[config.mk]
export PLATFORM = sky130hd
export DESIGN_NAME = alu_arbiter
export DESIGN_NICKNAME = d
export VERILOG_FILES = /design/src/rtl/cpu_pkg.sv /design/src/rtl/rr_arb2.sv /design/src/rtl/alu_arbiter.sv
export SDC_FILE = /design/constraint.sdc
export NUM_CORES = 1
export LEC_CHECK = 0
export CAP_MARGIN = 25
export CORE_AREA = 3 3 210 212
export CTS_BUF_LIST = sky130_fd_sc_hd__clkbuf_4 sky130_fd_sc_hd__clkbuf_8
export CTS_CLUSTER_DIAMETER = 50
export DETAILED_ROUTE_END_ITERATION = 10
export DIE_AREA = 0 0 213 215
export PLACE_DENSITY_LB_ADDON = 0.05
export SLEW_MARGIN = 20
export SYNTH_ARGS = -nofsm -noshare
export SYNTH_HDL_FRONTEND = slang
export SYNTH_HIERARCHICAL = 1
export SYNTH_SLANG_ARGS = --single-unit
export TNS_END_PERCENT = 10
[constraint.sdc]
create_clock -name clk -period 4.2 [get_ports clk]
set_clock_uncertainty 0.15 [all_clocks]
set_input_delay 0.42 -clock clk [delete_from_list [all_inputs] [get_ports clk]]
set_output_delay 0.42 -clock clk [all_outputs]
set_load 0.01 [all_outputs]
[src/rtl/cpu_pkg.sv]
// Shared ALU opcodes, arbiter FSM states and opcode legality check.
package cpu_pkg;

  localparam int ALU_OP_W = 4;

  localparam logic [ALU_OP_W-1:0] ALU_AND = 4'b0000;
  localparam logic [ALU_OP_W-1:0] ALU_OR  = 4'b0001;
  localparam logic [ALU_OP_W-1:0] ALU_ADD = 4'b0010;
  localparam logic [ALU_OP_W-1:0] ALU_SUB = 4'b0110;

  typedef enum logic [1:0] {
    IDLE,
    EXEC,
    CAPT,
    RESP
  } state_t;

  function automatic logic is_legal_op(input logic [ALU_OP_W-1:0] op);
    return (op == ALU_AND) || (op == ALU_OR) || (op == ALU_ADD) || (op == ALU_SUB);
  endfunction

endpackage

[src/rtl/rr_arb2.sv]
// Two-way round-robin grant logic; the last-grant history is held by the caller.
module rr_arb2 (
  input  logic [1:0] i_valid,
  input  logic       i_last_grant,
  output logic [1:0] o_grant
);

  always_comb begin
    o_grant = i_valid;
    // Contention: the requester that did not win last time goes next.
    if (i_valid == 2'b11) begin
      o_grant = i_last_grant ? 2'b01 : 2'b10;
    end
  end

endmodule

[src/rtl/alu_arbiter.sv]
// Shares one registered ALU between two requesters, round-robin, returning
// each result on a single id-tagged response channel.
module alu_arbiter
  import cpu_pkg::*;
#(
  parameter int DATA_W = 64,
  parameter int OP_W   = ALU_OP_W
) (
  input  logic              clk,
  input  logic              rst_n,
  input  logic              req0_valid,
  output logic              req0_ready,
  input  logic [DATA_W-1:0] req0_a,
  input  logic [DATA_W-1:0] req0_b,
  input  logic [OP_W-1:0]   req0_op,
  input  logic              req1_valid,
  output logic              req1_ready,
  input  logic [DATA_W-1:0] req1_a,
  input  logic [DATA_W-1:0] req1_b,
  input  logic [OP_W-1:0]   req1_op,
  output logic              rsp_valid,
  input  logic              rsp_ready,
  output logic              rsp_id,
  output logic [DATA_W-1:0] rsp_result,
  output logic              rsp_zero,
  output logic              rsp_err,
  output logic [DATA_W-1:0] alu_read_data_1,
  output logic [DATA_W-1:0] alu_read_data_2,
  output logic [OP_W-1:0]   alu_control,
  input  logic [DATA_W-1:0] alu_result,
  input  logic              alu_zero
);

  state_t              r_state;
  logic                r_last_grant;
  logic [DATA_W-1:0]   r_a;
  logic [DATA_W-1:0]   r_b;
  logic [OP_W-1:0]     r_op;
  logic                r_id;
  logic                r_err;
  logic                r_rsp_valid;
  logic                r_rsp_id;
  logic [DATA_W-1:0]   r_rsp_result;
  logic                r_rsp_zero;
  logic                r_rsp_err;

  logic [1:0]          w_grant;
  logic                w_hs;
  logic                w_hs_id;
  logic [DATA_W-1:0]   w_sel_a;
  logic [DATA_W-1:0]   w_sel_b;
  logic [OP_W-1:0]     w_sel_op;
  logic                w_sel_legal;

  rr_arb2 u_arb (
    .i_valid      ({req1_valid, req0_valid}),
    .i_last_grant (r_last_grant),
    .o_grant      (w_grant)
  );

  // Ready is only offered from IDLE and never while reset is asserted.
  assign req0_ready  = rst_n && (r_state == IDLE) && w_grant[0];
  assign req1_ready  = rst_n && (r_state == IDLE) && w_grant[1];
  assign w_hs        = req0_ready || req1_ready;
  assign w_hs_id     = req1_ready;
  assign w_sel_a     = w_hs_id ? req1_a  : req0_a;
  assign w_sel_b     = w_hs_id ? req1_b  : req0_b;
  assign w_sel_op    = w_hs_id ? req1_op : req0_op;
  assign w_sel_legal = is_legal_op(w_sel_op);

  assign alu_read_data_1 = r_a;
  assign alu_read_data_2 = r_b;
  assign alu_control     = r_op;
  assign rsp_valid       = r_rsp_valid;
  assign rsp_id          = r_rsp_id;
  assign rsp_result      = r_rsp_result;
  assign rsp_zero        = r_rsp_zero;
  assign rsp_err         = r_rsp_err;

  always_ff @(posedge clk or negedge rst_n) begin
    if (!rst_n) begin
      r_state      <= IDLE;
      r_last_grant <= 1'b1;
      r_a          <= '0;
      r_b          <= '0;
      r_op         <= '0;
      r_id         <= 1'b0;
      r_err        <= 1'b0;
      r_rsp_valid  <= 1'b0;
      r_rsp_id     <= 1'b0;
      r_rsp_result <= '0;
      r_rsp_zero   <= 1'b0;
      r_rsp_err    <= 1'b0;
    end else begin
      unique case (r_state)
        IDLE: begin
          if (w_hs) begin
            r_a          <= w_sel_a;
            r_b          <= w_sel_b;
            // Illegal codes still occupy the ALU, but with a benign opcode.
            r_op         <= w_sel_legal ? w_sel_op : ALU_ADD;
            r_err        <= !w_sel_legal;
            r_id         <= w_hs_id;
            r_last_grant <= w_hs_id;
            r_state      <= EXEC;
          end
        end
        EXEC: r_state <= CAPT;
        CAPT: begin
          r_rsp_valid  <= 1'b1;
          r_rsp_id     <= r_id;
          r_rsp_err    <= r_err;
          r_rsp_result <= r_err ? '0 : alu_result;
          r_rsp_zero   <= r_err ? 1'b0 : alu_zero;
          r_state      <= RESP;
        end
        RESP: begin
          if (rsp_ready) begin
            r_rsp_valid <= 1'b0;
            r_state     <= IDLE;
          end
        end
        default: r_state <= IDLE;
      endcase
    end
  end

endmodule
==> impl_metrics.env <==
export IMPL_status="finished clean"
export IMPL_hpwl_mm=29.8
export IMPL_multi_input_area_mm2=0.00339
export IMPL_cts_repair_resized=0
export IMPL_switchingPower_mw=3.51
export IMPL_power_density_mw_per_mm2=631
export IMPL_io_buffers=535
export IMPL_post_cts_buffers=0
export IMPL_cts_path_max_buffers=3
export IMPL_worstPathMaxFanout=6
export IMPL_crit_type="register to output port"
export IMPL_cp_arrival_ns=2.36
export IMPL_layout_commonest_cell="clkdlybuf4s50_1"
export IMPL_nets=1898
export IMPL_cts_buffers=45
export IMPL_setup_viol=0
export IMPL_end_kind="output port"
export IMPL_hold_viol=0
export IMPL_syn_nets=1381
export IMPL_power_leakage_nw=6.50
export IMPL_synth_seq_area_share_pct=55.8
export IMPL_netlist_area_mm2=0.00920
export IMPL_drt_first_pass_iters=4
export IMPL_comb_power_share_pct=43.9
export IMPL_grt_setup_unrepaired="no"
export IMPL_avgSynthCellArea_um2=8.82
export IMPL_antenna_found_initial=11
export IMPL_cts_root_buf="clkbuf_8"
export IMPL_grt_max_degree=133
export IMPL_vias=9141
export IMPL_clkLatencyLatePin_ns=0.59
export IMPL_area_growth_pct=73.4
export IMPL_grt_pass1_vias=9522
export IMPL_reg2reg_from="r_state[0]$_DFFE_PN0P_"
export IMPL_required_ns=3.63
export IMPL_met1_usage_pct=20.0
export IMPL_critical_path_top_delay_family="buffers and inverters"
export IMPL_ant_nets=0
export IMPL_grt_overflow_total=0
export IMPL_cts_tree="built"
export IMPL_grt_busiest_layer="met2"
export IMPL_die_y_um=215
export IMPL_postCtsHoldBufs=1
export IMPL_intPower_mw=6.56
export IMPL_boundaryPins=536
export IMPL_fin_cells=2136
export IMPL_synth_warnings=6
export IMPL_worst_path_most_repeated_cell="inv_1"
export IMPL_grt_util_met3_pct=8.27
export IMPL_worst_ir_drop_vdd_mv=0.252
export IMPL_rows=75
export IMPL_ys_types=30
export IMPL_use_met2_pct=30.0
export IMPL_synth_seq_cells=205
export IMPL_p_sw_share_pct=34.8
export IMPL_gp_congestion=0.796
export IMPL_core_mm2=0.0421
export IMPL_viasPerCell=4.28
export IMPL_cap_violations=0
export IMPL_critPathLaunch="r_state[0]$_DFFE_PN0P_"
export IMPL_cts_htree_levels=2
export IMPL_avgRoutedWirePerCell_um=19.5
export IMPL_start_util_pct=21.8
export IMPL_min_period_ns=2.93
export IMPL_tns_ns=0
export IMPL_max_slew_worst_pin_slew_ns=0.807
export IMPL_die_x_um=213
export IMPL_critPathLaunchType="register"
export IMPL_drc=0
export IMPL_clock_sinks=205
export IMPL_grt_usage_pct=17.8
export IMPL_synth_cells=1043
export IMPL_worst_path_buf_inv=3
export IMPL_cpPeakStageDelay_ns=0.55
export IMPL_drt_initial_drc_count=538
export IMPL_grt_first_pass_wirelength_mm=61.7
export IMPL_final_cell_mix="clkdlybuf4s50_1 (534), nand2_1 (272), dfrtp_1 (204)"
export IMPL_cpMaxStageDelayCell="clkdlybuf4s50_1"
export IMPL_dieArea_mm2=0.0458
export IMPL_max_slew_margin_pct=46.1
export IMPL_fmax_ghz=0.342
export IMPL_slew_violations=0
export IMPL_fin_crit_sh_pct=69.7
export IMPL_n_fill_cell=4361
export IMPL_power_clock_fraction_pct=23.4
export IMPL_placedCellCount=2051
export IMPL_cts_reportedPaths_clkPinSlew_ns=0.06
export IMPL_routed_wl_mm=41.7
export IMPL_worst_hold_path_type="input pin to async pin"
export IMPL_drive_gt1_share_pct=6.23
export IMPL_seq_area_mm2=0.00513
export IMPL_power_share_sequential_pct=32.7
export IMPL_crit_chain="inv_1, ha_1, nand3_1, inv_1, clkdlybuf4s50_1"
stage by stage:
| stage | hold WS [ns] | setup slack [ns] | area (um2) | total power [mW] | util, % |
|---|---|---|---|---|---|
| 6_report | 0.230 | 1.27 | 16000 | 10.1 | 37.9 |
| 3_5_place_dp | 0.275 | 1.33 | 15000 | 7.84 | 35.5 |
| 4_1_cts | 0.166 | 1.18 | 15900 | 10.3 | 37.8 |
| 3_3_place_gp | 0.277 | 1.32 | 15000 | 7.84 | 35.5 |
| 5_1_grt | 0.179 | 1.06 | 15900 | 10.8 | 37.8 |
| 2_1_floorplan | -0.0256 | 2.27 | 9200 | 5.16 | - |
registers in the layout, indices dropped and copies added (netlist names):
register         cells
rsp_err              1
rsp_zero             1
r_err                1
rsp_result          64
alu_control          4
alu_read_data_1     64
r_last_grant         1
r_id                 1
rsp_valid            1
alu_read_data_2     64
rsp_id               1
r_state              2
final timing paths:
path / cells past startpoint / slack, ns / to
worst max register to register: 7 / 1.74 / alu_control[2]$_DFFE_PN0P_
worst max-delay path: 5 / 1.27 / req0_ready
worst min register to register: 2 / 0.32 / r_last_grant$_DFFE_PN1P_
min in group clk: 3 / 0.23 / alu_read_data_2[26]$_DFFE_PN0P_
worst min-delay path: 2 / 0.23 / rsp_result[5]$_DFFE_PN0P_
max in group asynchronous: 4 / 1.97 / alu_read_data_1[10]$_DFFE_PN0P_
power groups by stage:
stage,sequential [mW],combinational (mW),clock (mW)
final,3.29,4.42,2.35
after global routing,3.43,4.84,2.56
after CTS,3.31,4.53,2.46
after detailed placement,3.32,4.52,0
after global placement,3.29,4.55,0
after floorplan,3.68,1.48,0
kinds of logic (layout without fill, tap and decap cells):
| kind of cell | Yosys count | after routing | synth area share (%) |
|---|---|---|---|
| mux | 9 | 9 | 1.05 |
| fa+ha+maj | 4 | 4 | 0.544 |
| other cells | 0 | 8 | 0 |
| buf+inv | 149 | 695 | 7.70 |
| simple gates | 472 | 472 | 21.9 |
| flops | 205 | 205 | 55.8 |
| compound gates | 204 | 204 | 13.1 |
synthesized netlist by cell type (all sizes together):
cell    instances  area [um2]
nand2         272        1020
dfrtp         204        5100
nor2          132         495
a31oi         129         807
inv            71         267
o21ai          66         330
nand3b         58         435
buf            48         329
clkbuf         30         113
mux2            5        56.3
ha              4        50.1
mux2i           4        40.0
nand3           4        25.0
nor2b           3        18.8
a21boi          2        15.0
a21oi           2        10.0
nor3            2        10.0
and2            1        6.26
dfstp           1        26.3
o211a           1        10.0
o211ai          1        7.51
o22ai           1        6.26
o31ai           1        7.51
o32a            1        10.0
metal layers:
metal  wire length [um]  vias up
li1                   -     4478
met1              16000     4249
met2              20200      333
met3               4400       69
met4                954       12
met5                 72        -
layout make-up:
cell class / count / area share, %
Clock inverter: 5 / 0.486
Sequential cell: 205 / 32.2
Multi-Input combinational cell: 689 / 21.2
Clock buffer: 71 / 5.46
Tap cell: 539 / 4.23
Antenna cell: 8 / 0.125
Timing Repair Buffer: 548 / 34.6
Inverter: 71 / 1.69
Power figures use the tool's default switching activity.
